$ cat config.mk
export PLATFORM = sky130hd
export DESIGN_NAME = bcd_down_timer
export DESIGN_NICKNAME = d
export VERILOG_FILES = /design/src/rtl/bcd_down_timer.sv
export SDC_FILE = /design/constraint.sdc
export NUM_CORES = 1
export LEC_CHECK = 0
export ABC_AREA = 1
export ABC_CLOCK_PERIOD_IN_PS = 3400
export BUFFER_PORTS_ARGS = -buffer_cell sky130_fd_sc_hd__buf_4
export CORE_MARGIN = 2
export CORE_UTILIZATION = 50
export DETAILED_ROUTE_END_ITERATION = 8
export PLACE_DENSITY = 0.77
export SLEW_MARGIN = 25
export SYNTH_ARGS = -nofsm -noshare
export SYNTH_HDL_FRONTEND = slang
export SYNTH_SLANG_ARGS = --single-unit
export TNS_END_PERCENT = 30
$ cat constraint.sdc
create_clock -name clk -period 3.4 [get_ports clk]
set_input_delay 0.34 -clock clk [delete_from_list [all_inputs] [get_ports clk]]
set_output_delay 0.34 -clock clk [all_outputs]
set_load 0.05 [all_outputs]
$ cat src/rtl/bcd_down_timer.sv
// -----------------------------------------------------------------------------
// bcd_down_timer
//
// Multi-digit BCD down-counter with a small run/pause/done controller, meant
// for kitchen-timer style use (mm:ss when SEC_MODE=1).
//
// Parameters
//   DIGITS   : number of BCD digits, legal range 2..8 (default 4)
//   SEC_MODE : 1 -> digit 1 (tens of seconds) wraps 0->5 on borrow (mm:ss)
//              0 -> every digit wraps 0->9 on borrow
//
// Optional build macro
//   BCD_TIMER_LOAD_CHECK_EN : when defined, every loaded digit above 9 is
//   clamped to 9, and digit 1 above 5 is clamped to 5 when SEC_MODE=1.
//   When undefined, data is loaded exactly as presented.
//
// Ports
//   clk   in   single clock, all state changes on the rising edge
//   clrn  in   synchronous active-low reset (count=0, IDLE, done=0)
//   data  in   [4*DIGITS-1:0] load value, digit 0 in bits [3:0]
//   loadn in   active-low load request (ignored while running)
//   en    in   one-cycle count tick strobe
//   start in   begin / resume counting
//   stop  in   pause; a stop while paused (or done) clears the count
//   count out  [4*DIGITS-1:0] current BCD value
//   state out  [1:0] IDLE=00, RUN=01, PAUSE=10, DONE=11
//   zero  out  high when count is 0 (combinational from count)
//   done  out  registered one-cycle pulse when the count expires
//
// Handshake / strobe semantics: there is no valid/ready pair here. Every
// control input is a level sampled on each rising clk edge; en is expected
// to be a single-cycle strobe, and each cycle it is high while in RUN moves
// the count down by exactly one. When stop, loadn=0 and start coincide, stop
// wins, then load, then start.
// -----------------------------------------------------------------------------
module bcd_down_timer #(
  parameter int DIGITS   = 4,
  parameter int SEC_MODE = 1
) (
  input  logic                  clk,
  input  logic                  clrn,
  input  logic [4*DIGITS-1:0]   data,
  input  logic                  loadn,
  input  logic                  en,
  input  logic                  start,
  input  logic                  stop,
  output logic [4*DIGITS-1:0]   count,
  output logic [1:0]            state,
  output logic                  zero,
  output logic                  done
);

  localparam int W = 4 * DIGITS;

  localparam logic [1:0] ST_IDLE  = 2'b00;
  localparam logic [1:0] ST_RUN   = 2'b01;
  localparam logic [1:0] ST_PAUSE = 2'b10;
  localparam logic [1:0] ST_DONE  = 2'b11;

  logic [W-1:0] count_q, count_d;
  logic [1:0]   state_q, state_d;
  logic         done_q,  done_d;

  logic [W-1:0] dec_val;
  logic [W-1:0] load_val;
  logic         cnt_zero;
  logic         dec_zero;

  // Value a digit takes when it borrows from the digit above.
  function automatic logic [3:0] wrap_digit(input int idx);
    if ((SEC_MODE != 0) && (idx == 1)) begin
      return 4'd5;
    end
    return 4'd9;
  endfunction

  // ---------------------------------------------------------------------------
  // BCD decrement with full borrow ripple in one cycle. Each digit is treated
  // as plain binary minus one, borrowing only when it is 0; this keeps the
  // behaviour defined for illegal (>9) digits that were loaded unchecked.
  // ---------------------------------------------------------------------------
  always_comb begin
    logic borrow;
    dec_val = count_q;
    borrow  = 1'b1;
    for (int i = 0; i < DIGITS; i++) begin
      if (borrow) begin
        if (count_q[4*i +: 4] == 4'd0) begin
          dec_val[4*i +: 4] = wrap_digit(i);
        end else begin
          dec_val[4*i +: 4] = count_q[4*i +: 4] - 4'd1;
          borrow            = 1'b0;
        end
      end
    end
  end

  // ---------------------------------------------------------------------------
  // Load value, optionally clamped to legal BCD digits.
  // ---------------------------------------------------------------------------
`ifdef BCD_TIMER_LOAD_CHECK_EN
  always_comb begin
    logic [3:0] nib;
    load_val = data;
    for (int i = 0; i < DIGITS; i++) begin
      nib = data[4*i +: 4];
      if ((SEC_MODE != 0) && (i == 1) && (nib > 4'd5)) begin
        nib = 4'd5;
      end else if (nib > 4'd9) begin
        nib = 4'd9;
      end
      load_val[4*i +: 4] = nib;
    end
  end
`else
  always_comb begin
    load_val = data;
  end
`endif

  assign cnt_zero = (count_q == '0);
  assign dec_zero = (dec_val == '0);

  // ---------------------------------------------------------------------------
  // Controller. Priority inside each state: stop, then load, then start/en.
  // ---------------------------------------------------------------------------
  always_comb begin
    state_d = state_q;
    count_d = count_q;
    done_d  = 1'b0;

    case (state_q)
      ST_RUN: begin
        // loadn has no effect while running; stop swallows a same-cycle en.
        if (stop) begin
          state_d = ST_PAUSE;
        end else if (en && !cnt_zero) begin
          count_d = dec_val;
          if (dec_zero) begin
            state_d = ST_DONE;
            done_d  = 1'b1;
          end
        end
      end

      ST_IDLE: begin
        // A stop here has nothing to pause or clear beyond what is already
        // idle, but it still outranks a simultaneous load or start.
        if (!stop) begin
          if (!loadn) begin
            count_d = load_val;
          end else if (start && !cnt_zero) begin
            state_d = ST_RUN;
          end
        end
      end

      ST_PAUSE: begin
        if (stop) begin
          count_d = '0;
          state_d = ST_IDLE;
        end else if (!loadn) begin
          count_d = load_val;
          state_d = ST_IDLE;
        end else if (start && !cnt_zero) begin
          state_d = ST_RUN;
        end
      end

      default: begin
        // ST_DONE: start is ignored, only stop or a load leaves.
        if (stop) begin
          count_d = '0;
          state_d = ST_IDLE;
        end else if (!loadn) begin
          count_d = load_val;
          state_d = ST_IDLE;
        end
      end
    endcase
  end

  always_ff @(posedge clk) begin
    if (!clrn) begin
      count_q <= '0;
      state_q <= ST_IDLE;
      done_q  <= 1'b0;
    end else begin
      count_q <= count_d;
      state_q <= state_d;
      done_q  <= done_d;
    end
  end

  assign count = count_q;
  assign state = state_q;
  assign zero  = cnt_zero;
  assign done  = done_q;

endmodule

# Word-level counts from Yosys, hierarchy flattened

Cells that the tools add are included.

Bits in writable memories: 0
Memory bits (read-only): 0
Memories: 0
Output and inout port bits: 20
Bits in registers: 19
Bits in latches: 0

Multiplexer cells: 33
Equality and inequality tests: 9
Divide/modulo/power cells: 0
Add/sub/neg operators: 4
$lt $le $gt $ge: 0
Multipliers: 0
Shift-type cells: 0
Bitwise logic cells: 3
Reduce and logical (&&, ||, !) cells: 13

Operators with widths:

| cell                | number |
|---|---|
| $mux 16             | 5 |
| $logic_not 16->1    | 2 |
| $mux 4              | 8 |
| $pmux 16 s2         | 1 |
| $mux 2              | 10 |
| $logic_not 4->1     | 4 |
| $sub 4x1->4 const B | 4 |
| $mux 1              | 8 |
| $ne 2x2->1 const B  | 4 |
| $ne 3x3->1 const B  | 2 |
| $pmux 2 s3          | 1 |
| $ne 5x1->1 const B  | 1 |
| $reduce_and 5->1    | 1 |
| $reduce_or 4->1     | 1 |
| $not 1->1           | 3 |
| $reduce_and 3->1    | 1 |
| $eq 2x1->1 const B  | 1 |
| $eq 2x2->1 const B  | 1 |
| $logic_and 1x1->1   | 2 |
| $logic_not 2->1     | 1 |
| $logic_not 1->1     | 1 |

# Logic depth before layout (Yosys ltp)

Gate-level depths: netlist (run 1).

Word-level depth: 11
Gate-level depth with buffers: 15
Depth with buffers taken out: 14

# Worst setup path before layout (run 1)

No wires, ideal clock.

Path kind: register to register
Start: register count_q[0] (netlist: count[0])
End: register state_q[1] (netlist: state[1])
Cell stages (with the launch flop): 10
Data arrival time: 1.906 ns
Library setup time: 0.066 ns
Slack: 1.428 ns
Data required time: 3.334 ns
Clock period less this slack: 1.972 ns
Path through: dfxtp_1 > nor2_4 > nand2_4 > nor2_4 > nand3_1 > inv_1 > nor2_1 > o21ai_0 > nand3_2 > a21oi_2

Elaborated cells on any way between the ends: 23
Classes of those cells: add/sub (1); eq/ne (2); mux (13); reduce/logical (7)

RTL lines:

| item                                           | RTL line      | RTL |
|---|---|---|
| from (decl)                                    | 60            | `logic [W-1:0] count_q, count_d;` |
| from (signal assigned)                         | 189           | `count_q <= count_d;` |
| $logic_not 16->1 *                             | 121           | `assign cnt_zero = (count_q == '0);` |
| named net zero                                 | 49            | `output logic zero,` |
| $logic_not 1->1 *                              | 137, 152, 165 |  |
| $logic_and 1x1->1                              | 152, 165      |  |
| $mux 2                                         | -             |  |
| $mux 2, on equally long branches (2 in series) | -             |  |
| $pmux 2 s3                                     | -             |  |
| to (signal assigned)                           | 190           | `state_q <= state_d;` |
| to (decl)                                      | 61            | `logic [1:0] state_q, state_d;` |

Mark *: on every way through the listed nets, which the timed path passes. The rest lies on a longest branch. The select of a mux whose other input is x is not followed.
A chain may end at the register's enable or synchronous reset.

# Final worst setup path (run 1)

Start: register count_q[0] (netlist: count[0])
End: register count_q[3] (netlist: count[3])

Longest elaborated chain between the ends: 5
Elaborated cells on any way between the ends: 11
Classes of those cells: add/sub (1); eq/ne (1); mux (4); reduce/logical (5)

RTL lines:

| item                                            | RTL line | RTL |
|---|---|---|
| $sub 4x1->4 (tied with other cells)             | 91       | `dec_val[4*i +: 4] = count_q[4*i +: 4] - 4'd1;` |
| $mux 4 or $logic_not 1->1 (tied branches)       | 88, 137  |  |
| $mux 16 or $logic_and 1x1->1 (tied branches)    | 137      | `end else if (en && !cnt_zero) begin` |
| $mux 16 or $ne 2x2->1 (tied branches)           | -        |  |
| $pmux 16 s2 or $reduce_and 3->1 (tied branches) | -        |  |

Parallel ways exist; a longest one is shown, timed or not. The select of a mux whose other input is x is not followed.

==> run metrics, run 1 <==
first-pass GRT wire length roughly 6500 um; register area share after synthesis 0.260; post-synthesis adder-cell area fraction 0; endpoints failing hold 0; leakage power 0.850 nW; io pins 42; DRT Wirelength a little under 4000 um; Yosys reg bits 19; Setup Skew 0.0130 ns; fill cell count slightly below 300; final setup fails 0; worst vdd ir 0.000348 V; Crit path largest cell delay 0.50 ns; synth warn 0; CP bufs+invs 1; Slew HR 0.529; Post-Synth Simple-Gate Area 0.338; mux contribution to synthesized area 0.00686; Startpoint Class flip-flop; GRT Resource Usage Total 0.246; clk_lat worst skew 0.32 ns; vias in the first global route between 1,000 and 1,500; Avg WL per Cell about 13 um; initial antenna violation count 0; most frequent cells in the layout nand2_1, buf_4, nor2_1, inv_1, o21ai_0; Die H 58.0 um; slowest CP cell inv_1; CTS tree built; H-tree depth 1; I/O Buffers 41; Core ar. between 2000 and 3000 um2; drt pass-1 iters 4; initial DRC count between 80 and 90; Crit Path Class reg -> reg; row cnt 19; post-CTS sizing 0; fraction of layout cells with a size suffix above 1 0.208; PD cells 442 nW/um2; R2R Setup Slk ~0.66 ns; Tcrit/Tclk final 0.806; delay-heaviest family, CP simple AND/OR/NAND/NOR gates; Pwr Total just under 0.8 mW; gp weighted congestion around 0.88; via density per instance around 5.5; Synth cell types 33; Worst EP arrival between 2 and 3 ns; Final nets 302; CP Cell Sequence nor2_4 -> nand2_4 -> nor2_4 -> nand3_1 -> nand2_1 -> nand2_1 -> o21ai_1 -> inv_1 -> o21ai_0 -> a31oi_1; Worst-Margin Slew roughly 0.7 ns; Slew Viols, Final 0; clock-pin slew on the worst setup and hold paths between 0.1 and 0.15 ns; Max-Cap Viols 0; Top FF cell, synth dfxtp_1; pin count of the biggest net entering global routing 23; Layout Utilization 0.652; crit end category flip-flop; crit-path max FO 22; Initial Util 0.529; largest family of logic cells by synthesized area simple AND/OR/NAND/NOR gates; Hold Crit Class in -> reg; commonest non-fill, non-tap cell in the layout nand2_1; clock sinks 19; Worst Path Required around 3.6 ns; Min Hold Slack about 0.33 ns; complex-gate fraction of the synthesized area 0.264; clock period minus worst slack about 2.7 ns; Post-Syn Area roughly 1500 um2; postcts setup bufs 0; Layout area overhead 23.1%; hpwl dp between 2000 and 3000 um; outcome finished clean; DR DRC count 0; Mapped Nets 263; TritonCTS Buffers 3; die width roughly 58 um; number of flops mapped to enable cells by yosys 0; via count roughly 1,700; Post-Synth XOR/XNOR Area 0.0180; Mapped Cells 241; post-route setup TNS 0 ns; Max Root-Sink Buffers 2; RSZ-0062 raised after global routing no; die area 3370 um2; # diodes 0; remaining global-route overflow 0; FMAX 365 MHz; post-synthesis area per instance slightly above 6 um2; Routed Antenna Nets 0; Post-CTS Hold Buffers 0; clk root buf clkbuf_4; asr flop ratio synth 0
## metal layers
metal / global-route usage / part of all wire / up-vias
met4: 0.0498 / 0.0094 / 0
met2: 0.390 / 0.44 / 67
li1: - / - / 882
met3: 0.0513 / 0.086 / 6
met1: 0.346 / 0.47 / 746
met5: 0 / 0 / -
## cell families (layout without fill, tap and decap cells)
family | count (synthesis) | after routing
xor+xnor | 3 | 3
mux | 1 | 1
simple gates | 110 | 110
buf+inv | 40 | 78
compound gates | 68 | 68
flops | 19 | 19
## worst reg2reg max path: cells and delay by family, from the launching register on
family | cells | cell delay, ns
AOI/OAI and AO/OA | 3 | 0.72
DFF | 1 | 0.41
buffers and inverters | 1 | 0.51
and+or+nand+nor | 6 | 0.97
## final cells by class
cell class / count / area, um2 / area share
repair buffers: 42 / 315 / 0.175
inverters: 32 / 120 / 0.0668
clock buffers: 3 / 22.5 / 0.0125
clock inverters: 1 / 5.00 / 0.00278
well taps: 31 / 38.8 / 0.0216
multi-input cells: 182 / 916 / 0.509
flip-flops and latches: 19 / 380 / 0.212
## power breakdown
group | switching [mW] | leakage [nW] | internal, mW
logic | 0.266 | 0.675 | 0.127
clock network | 0.0774 | 0.0177 | 0.0440
registers | 0.0334 | 0.157 | 0.246
total | 0.376 | 0.850 | 0.418
## flip-flops by register name, indices dropped and copies added, names as in the netlist
name	flops
done	1
state	2
count	16
## stage by stage
step	std cells	setup WS (ns)	instance area, um2
2_1_floorplan	241	1.43	1460
3_3_place_gp	306	0.854	1770
3_5_place_dp	306	0.750	1770
4_1_cts	310	0.693	1800
5_1_grt	310	0.402	1800
6_report	310	0.659	1800
## final timing paths
check	start	endpoint	cells past startpoint
worst min register to register	count[7]$_SDFFE_PN0P_	count[7]$_SDFFE_PN0P_	2
worst min-delay path	stop	done$_SDFF_PP0_	4
worst max register to register	count[0]$_SDFFE_PN0P_	count[3]$_SDFFE_PN0P_	10
worst max-delay path	count[0]$_SDFFE_PN0P_	count[3]$_SDFFE_PN0P_	10
## synthesized netlist by cell type, types with 2 or more instances
cell type / n / area, um2
nor2_4: 3 / 33.8
nand2_1: 50 / 188
nand4_1: 2 / 12.5
a21oi_1: 21 / 105
nand2_2: 2 / 12.5
nand3_1: 14 / 70.1
inv_1: 30 / 113
nor3_1: 3 / 15.0
clkbuf_1: 4 / 15.0
a211oi_1: 6 / 45.0
nor2_2: 2 / 12.5
o21ai_0: 28 / 140
nor2_1: 31 / 116
a31oi_1: 3 / 18.8
xor2_1: 2 / 17.5
o211ai_1: 3 / 22.5
dfxtp_1: 19 / 380
o32ai_1: 3 / 26.3
No activity file was read; power rests on OpenSTA's default activity.
==> run 2: changes to the inputs <==
--- a/config.mk
+++ b/config.mk
@@ -6,7 +6,7 @@
 export NUM_CORES = 1
 export LEC_CHECK = 0
 export ABC_AREA = 1
-export ABC_CLOCK_PERIOD_IN_PS = 3400
+export ABC_CLOCK_PERIOD_IN_PS = 2610
 export BUFFER_PORTS_ARGS = -buffer_cell sky130_fd_sc_hd__buf_4
 export CORE_MARGIN = 2
 export CORE_UTILIZATION = 50
==> constraint.sdc (replaced) <==
create_clock -name clk -period 2.61 [get_ports clk]
set_input_delay 0.261 -clock clk [delete_from_list [all_inputs] [get_ports clk]]
set_output_delay 0.261 -clock clk [all_outputs]
set_load 0.05 [all_outputs]
==> run 2 against run 1 <==
Net effect:
- cell area increased by 0.35%
- worst hold slack got worse by 0.053 ns
- count of clock-buffer cells in the layout rose by 1
- clock skew shrank 0.0090 ns
- worst setup slack worse by 0.35 ns
- routed wire length grew 0.23%
- combinational power is 30% higher
- clock power up 33%
- largest cell class unchanged
==> run metrics, run 2 (synthesis gave the netlist of run 1 again) <==
post-route setup TNS 0 ns; vias in the first global route 1,422; CP Cell Sequence nor2_4 -> nand2_4 -> nor2_4 -> nand3_1 -> nand2_1 -> nand2_1 -> o21ai_1 -> buf_4 -> inv_1 -> o21ai_0 -> a31oi_1; CP bufs+invs 2; Max-Cap Viols 0; RSZ-0062 raised after global routing no; row cnt 19; die area around 3400 um2; first-pass GRT wire length about 6400 um; Tcrit/Tclk final 0.880; Max Root-Sink Buffers 2; FMAX 435 MHz; crit-path max FO 22; post-CTS sizing 0; Critical Path Sink count[10]$_SDFFE_PN0P_; Worst-Margin Slew 0.565 ns; Avg WL per Cell 12.7 um; Worst R2R Start count[0]$_SDFFE_PN0P_; clk root buf clkbuf_4; max FFs per register 16; TritonCTS Buffers 3; DR DRC count 0; Hold Crit Class in -> reg; leakage power 0.852 nW; final setup fails 0; gp weighted congestion 0.921; worst reg2reg path depth 11; die width between 50 and 60 um; Initial Util 0.529; Setup Skew 0.00399 ns; Pwr Total a little over 1 mW; Post-CTS Hold Buffers 0; via density per instance roughly 5.5; CTS tree built; crit path launch count[0]$_SDFFE_PN0P_; endpoints failing hold 0; crit end category flip-flop; worst vdd ir around 0.00043 V; delay-heaviest family, CP simple AND/OR/NAND/NOR gates; Slew Viols, Final 0; io pins 42; clock-pin slew on the worst setup and hold paths between 0.1 and 0.15 ns; Routed Antenna Nets 0; Worst Path Required approximately 2.8 ns; # diodes 0; R2R Setup Slk between 0.3 and 0.4 ns; Crit path largest cell delay just over 0.4 ns; Crit Path Class reg -> reg; Final nets ~300; initial antenna violation count 0; Worst EP arrival between 2 and 2.5 ns; clock sinks 19; initial DRC count about 120; drt pass-1 iters 5; slowest CP cell dfxtp_1; PD cells roughly 580 nW/um2; Worst path depth 11; Layout area overhead 23.6%; DRT Wirelength 3960 um; clk_lat worst skew between 0.3 and 0.4 ns; outcome finished clean; postcts setup bufs 0; worst reg2reg path endpoint count[10]$_SDFFE_PN0P_; Slew HR 0.623; hpwl dp a little under 3000 um; remaining global-route overflow 0; Startpoint Class flip-flop; H-tree depth 1; Core ar. approximately 2800 um2; via count roughly 1,700; fraction of layout cells with a size suffix above 1 0.207; Die H a little under 60 um; GRT Resource Usage Total 0.242; commonest non-fill, non-tap cell in the layout nand2_1; most frequent cells in the layout nand2_1, buf_4, nor2_1, inv_1, o21ai_0; I/O Buffers 41; clock period minus worst slack ~2.3 ns; pin count of the biggest net entering global routing 23
==> run 2: changes by cell type in the layout (fill, tap and decap cells not counted) <==
cell,change
clkbuf_1,+1
clkinv_2,-1
buf_4,+1
==> run 2: report_power, final <==
group	switching, mW	total [mW]	internal [mW]
clock	0.101	0.161	0.0597
sequential	0.0439	0.365	0.321
combinational	0.345	0.512	0.168
total	0.489	1.04	0.548
==> run 2: cell type report <==
cell class | instances | area, um2
multi-input combinational | 182 | 916
sequential | 19 | 380
tap | 31 | 38.8
inverter | 32 | 120
fill | 273 | 953
timing repair buffer | 43 | 323
clock buffer | 4 | 26.3
==> run 2: tightest hold or removal path: stages <==
cell,delay [ns]
buf_4,0.17
o21ai_0,0.08
a21oi_1,0.04
==> run 2: worst min path at each step <==
stage / to / from / slack, ns / cells past startpoint
after floorplan: count[10]$_SDFFE_PN0P_ / clrn / 0.40 / 2
after global placement: count[7]$_SDFFE_PN0P_ / count[7]$_SDFFE_PN0P_ / 0.53 / 2
after detailed placement: count[7]$_SDFFE_PN0P_ / count[7]$_SDFFE_PN0P_ / 0.52 / 2
after CTS: count[4]$_SDFFE_PN0P_ / clrn / 0.27 / 3
after global routing: count[4]$_SDFFE_PN0P_ / clrn / 0.26 / 3
final: count[4]$_SDFFE_PN0P_ / clrn / 0.28 / 3
==> run 2: stage by stage <==
step	utilization	hold slack [ns]	worst slack, ns	cells	instance area, um2
after floorplan	-	0.399	0.638	241	1460
after global placement	0.645	0.529	0.438	307	1780
after detailed placement	0.645	0.522	0.361	307	1780
after CTS	0.654	0.272	0.342	311	1800
after global routing	0.654	0.262	0.0429	311	1800
final	0.654	0.278	0.313	311	1800
==> run 2: per-layer routing <==
| layer | vias to the layer above | share of wire | global-route usage |
|---|---|---|---|
| met5 | - | 0 | 0 |
| li1 | 883 | - | - |
| met1 | 770 | 0.48 | 0.345 |
| met2 | 60 | 0.45 | 0.386 |
| met3 | 5 | 0.064 | 0.0268 |
| met4 | 0 | 0.010 | 0.0698 |
==> run 3: changes to the inputs <==
==> constraint.sdc (replaced) <==
create_clock -name clk -period 2.61 [get_ports clk]
set_input_delay 0.3915 -clock clk [delete_from_list [all_inputs] [get_ports clk]]
set_output_delay 0.3915 -clock clk [all_outputs]
set_load 0.05 [all_outputs]
==> run 3 against run 2 <==
Net effect:
- power is 1.0% lower
- register-to-register slack hardly changed
- flip-flop and latch count stayed put
- largest cell class unchanged
- largest power group unchanged
==> run metrics, run 3 (synthesis gave the netlist of run 1 again) <==
outcome finished clean; # diodes 0; Min Hold Slack between 0.4 and 0.5 ns; Crit Path Class reg -> reg; GRT Resource Usage Total 0.241; most frequent cells in the layout nand2_1, buf_4, nor2_1, inv_1, o21ai_0; leakage power between 0.8 and 0.9 nW; row cnt 19; crit path launch count[0]$_SDFFE_PN0P_; vias in the first global route about 1,400; via count about 1,700; die width between 50 and 60 um; combinational power share 0.495; I/O Buffers 41; DRT Wirelength 3840 um; clk_lat worst skew around 0.30 ns; Critical Path Sink count[11]$_SDFFE_PN0P_; Clock Power Share 0.151; GRT Max-Usage Layer met2; worst reg2reg path endpoint count[11]$_SDFFE_PN0P_; Die H a little under 60 um; final setup fails 0; post-CTS sizing 0; Slew HR 0.527; Post-CTS Hold Buffers 0; Hold Crit Class in -> reg; Startpoint Class flip-flop; Initial Util 0.529; met2 usage 0.365; postcts setup bufs 0; crit-path max FO 22; Max Root-Sink Buffers 2; crit end category flip-flop; Avg WL per Cell 12.3 um; Tcrit/Tclk final 0.880; worst reg2reg path depth 11; fill cell count 290; Worst-Margin Slew between 0.7 and 0.8 ns; switching part of the total 0.468; R2R Setup Slk 0.31 ns; Routed Antenna Nets 0; die area about 3400 um2; Core ar. ~2800 um2; clock sinks 19; clock period minus worst slack 2.30 ns; max FFs per register 16; Internal 0.547 mW; grt met1 use 0.354; WHS Path Cells 4; Worst EP arrival between 2 and 2.5 ns; gp weighted congestion between 0.9 and 1; io pins 42; Setup Skew 0.00325 ns; GR Util met3 0.0335; DR DRC count 0; endpoints failing hold 0; fraction of layout cells with a size suffix above 1 0.207; sequential power share 0.354; worst vdd ir roughly 0.00036 V; initial DRC count 56; TritonCTS Buffers 3; CTS tree built; clk root buf clkbuf_4; drt pass-1 iters 4; first-pass GRT wire length 6420 um; Worst Path Required between 2 and 3 ns; initial antenna violation count 0; Worst R2R Start count[0]$_SDFFE_PN0P_; commonest non-fill, non-tap cell in the layout nand2_1; PD cells ~570 nW/um2; via density per instance around 5.3; Final nets approximately 300; RSZ-0062 raised after global routing no; post-route setup TNS 0 ns; remaining global-route overflow 0; hpwl dp slightly below 3000 um; clock-pin slew on the worst setup and hold paths approximately 0.11 ns; FMAX 436 MHz; H-tree depth 1; Slew Viols, Final 0; pin count of the biggest net entering global routing 23; Max-Cap Viols 0; Layout area overhead 23.6%; sw power ~0.48 mW
## run 3: critical path: stages, from the launching register on
cell and delay, ns:
dfxtp_1 0.41, nor2_4 0.22, nand2_4 0.09, nor2_4 0.27
nand3_1 0.16, nand2_1 0.11, nand2_1 0.05, o21ai_1 0.08
buf_4 0.19, inv_1 0.28, o21ai_0 0.25, a31oi_1 0.05
## run 3: power by group through the flow
stage               Clock, mW  Combinational, mW  Sequential, mW
floorplan                   0              0.279           0.467
global placement            0              0.503           0.369
detailed placement          0              0.504           0.369
CTS                     0.160              0.507           0.362
global route            0.178              0.565           0.368
finish                  0.155              0.508           0.363
## run 3: layout make-up
| cell class | count | area, um2 | area share |
|---|---|---|---|
| timing repair buffer | 43 | 323 | 0.179 |
| clock buffer | 4 | 26.3 | 0.0146 |
| multi-input combinational | 182 | 916 | 0.508 |
| sequential | 19 | 380 | 0.211 |
| tap | 31 | 38.8 | 0.0215 |
| inverter | 32 | 120 | 0.0666 |
## run 3: metrics by stage
step | instance area (um2) | setup slack [ns] | power (mW) | instances | util
6_report | 1800 | 0.314 | 1.03 | 311 | 0.654
5_1_grt | 1800 | 0.0330 | 1.11 | 311 | 0.654
4_1_cts | 1800 | 0.343 | 1.03 | 311 | 0.654
3_5_place_dp | 1780 | 0.371 | 0.873 | 307 | 0.645
3_3_place_gp | 1780 | 0.440 | 0.872 | 307 | 0.645
2_1_floorplan | 1460 | 0.638 | 0.746 | 241 | -
## run 3: worst min path at each step
stage                           from                     end  slack (ns)
4_1_cts                         stop         done$_SDFF_PP0_        0.40
3_3_place_gp   count[7]$_SDFFE_PN0P_   count[7]$_SDFFE_PN0P_        0.53
5_1_grt                         clrn  count[14]$_SDFFE_PN0P_        0.40
6_report                        stop         done$_SDFF_PP0_        0.41
2_1_floorplan                   clrn  count[10]$_SDFFE_PN0P_        0.53
3_5_place_dp   count[7]$_SDFFE_PN0P_   count[7]$_SDFFE_PN0P_        0.52
## run 3: layer usage
layer / up-vias / part of all wire
met5: - / 0
met4: 0 / 0.016
met3: 7 / 0.079
met2: 60 / 0.44
met1: 714 / 0.46
li1: 878 / -
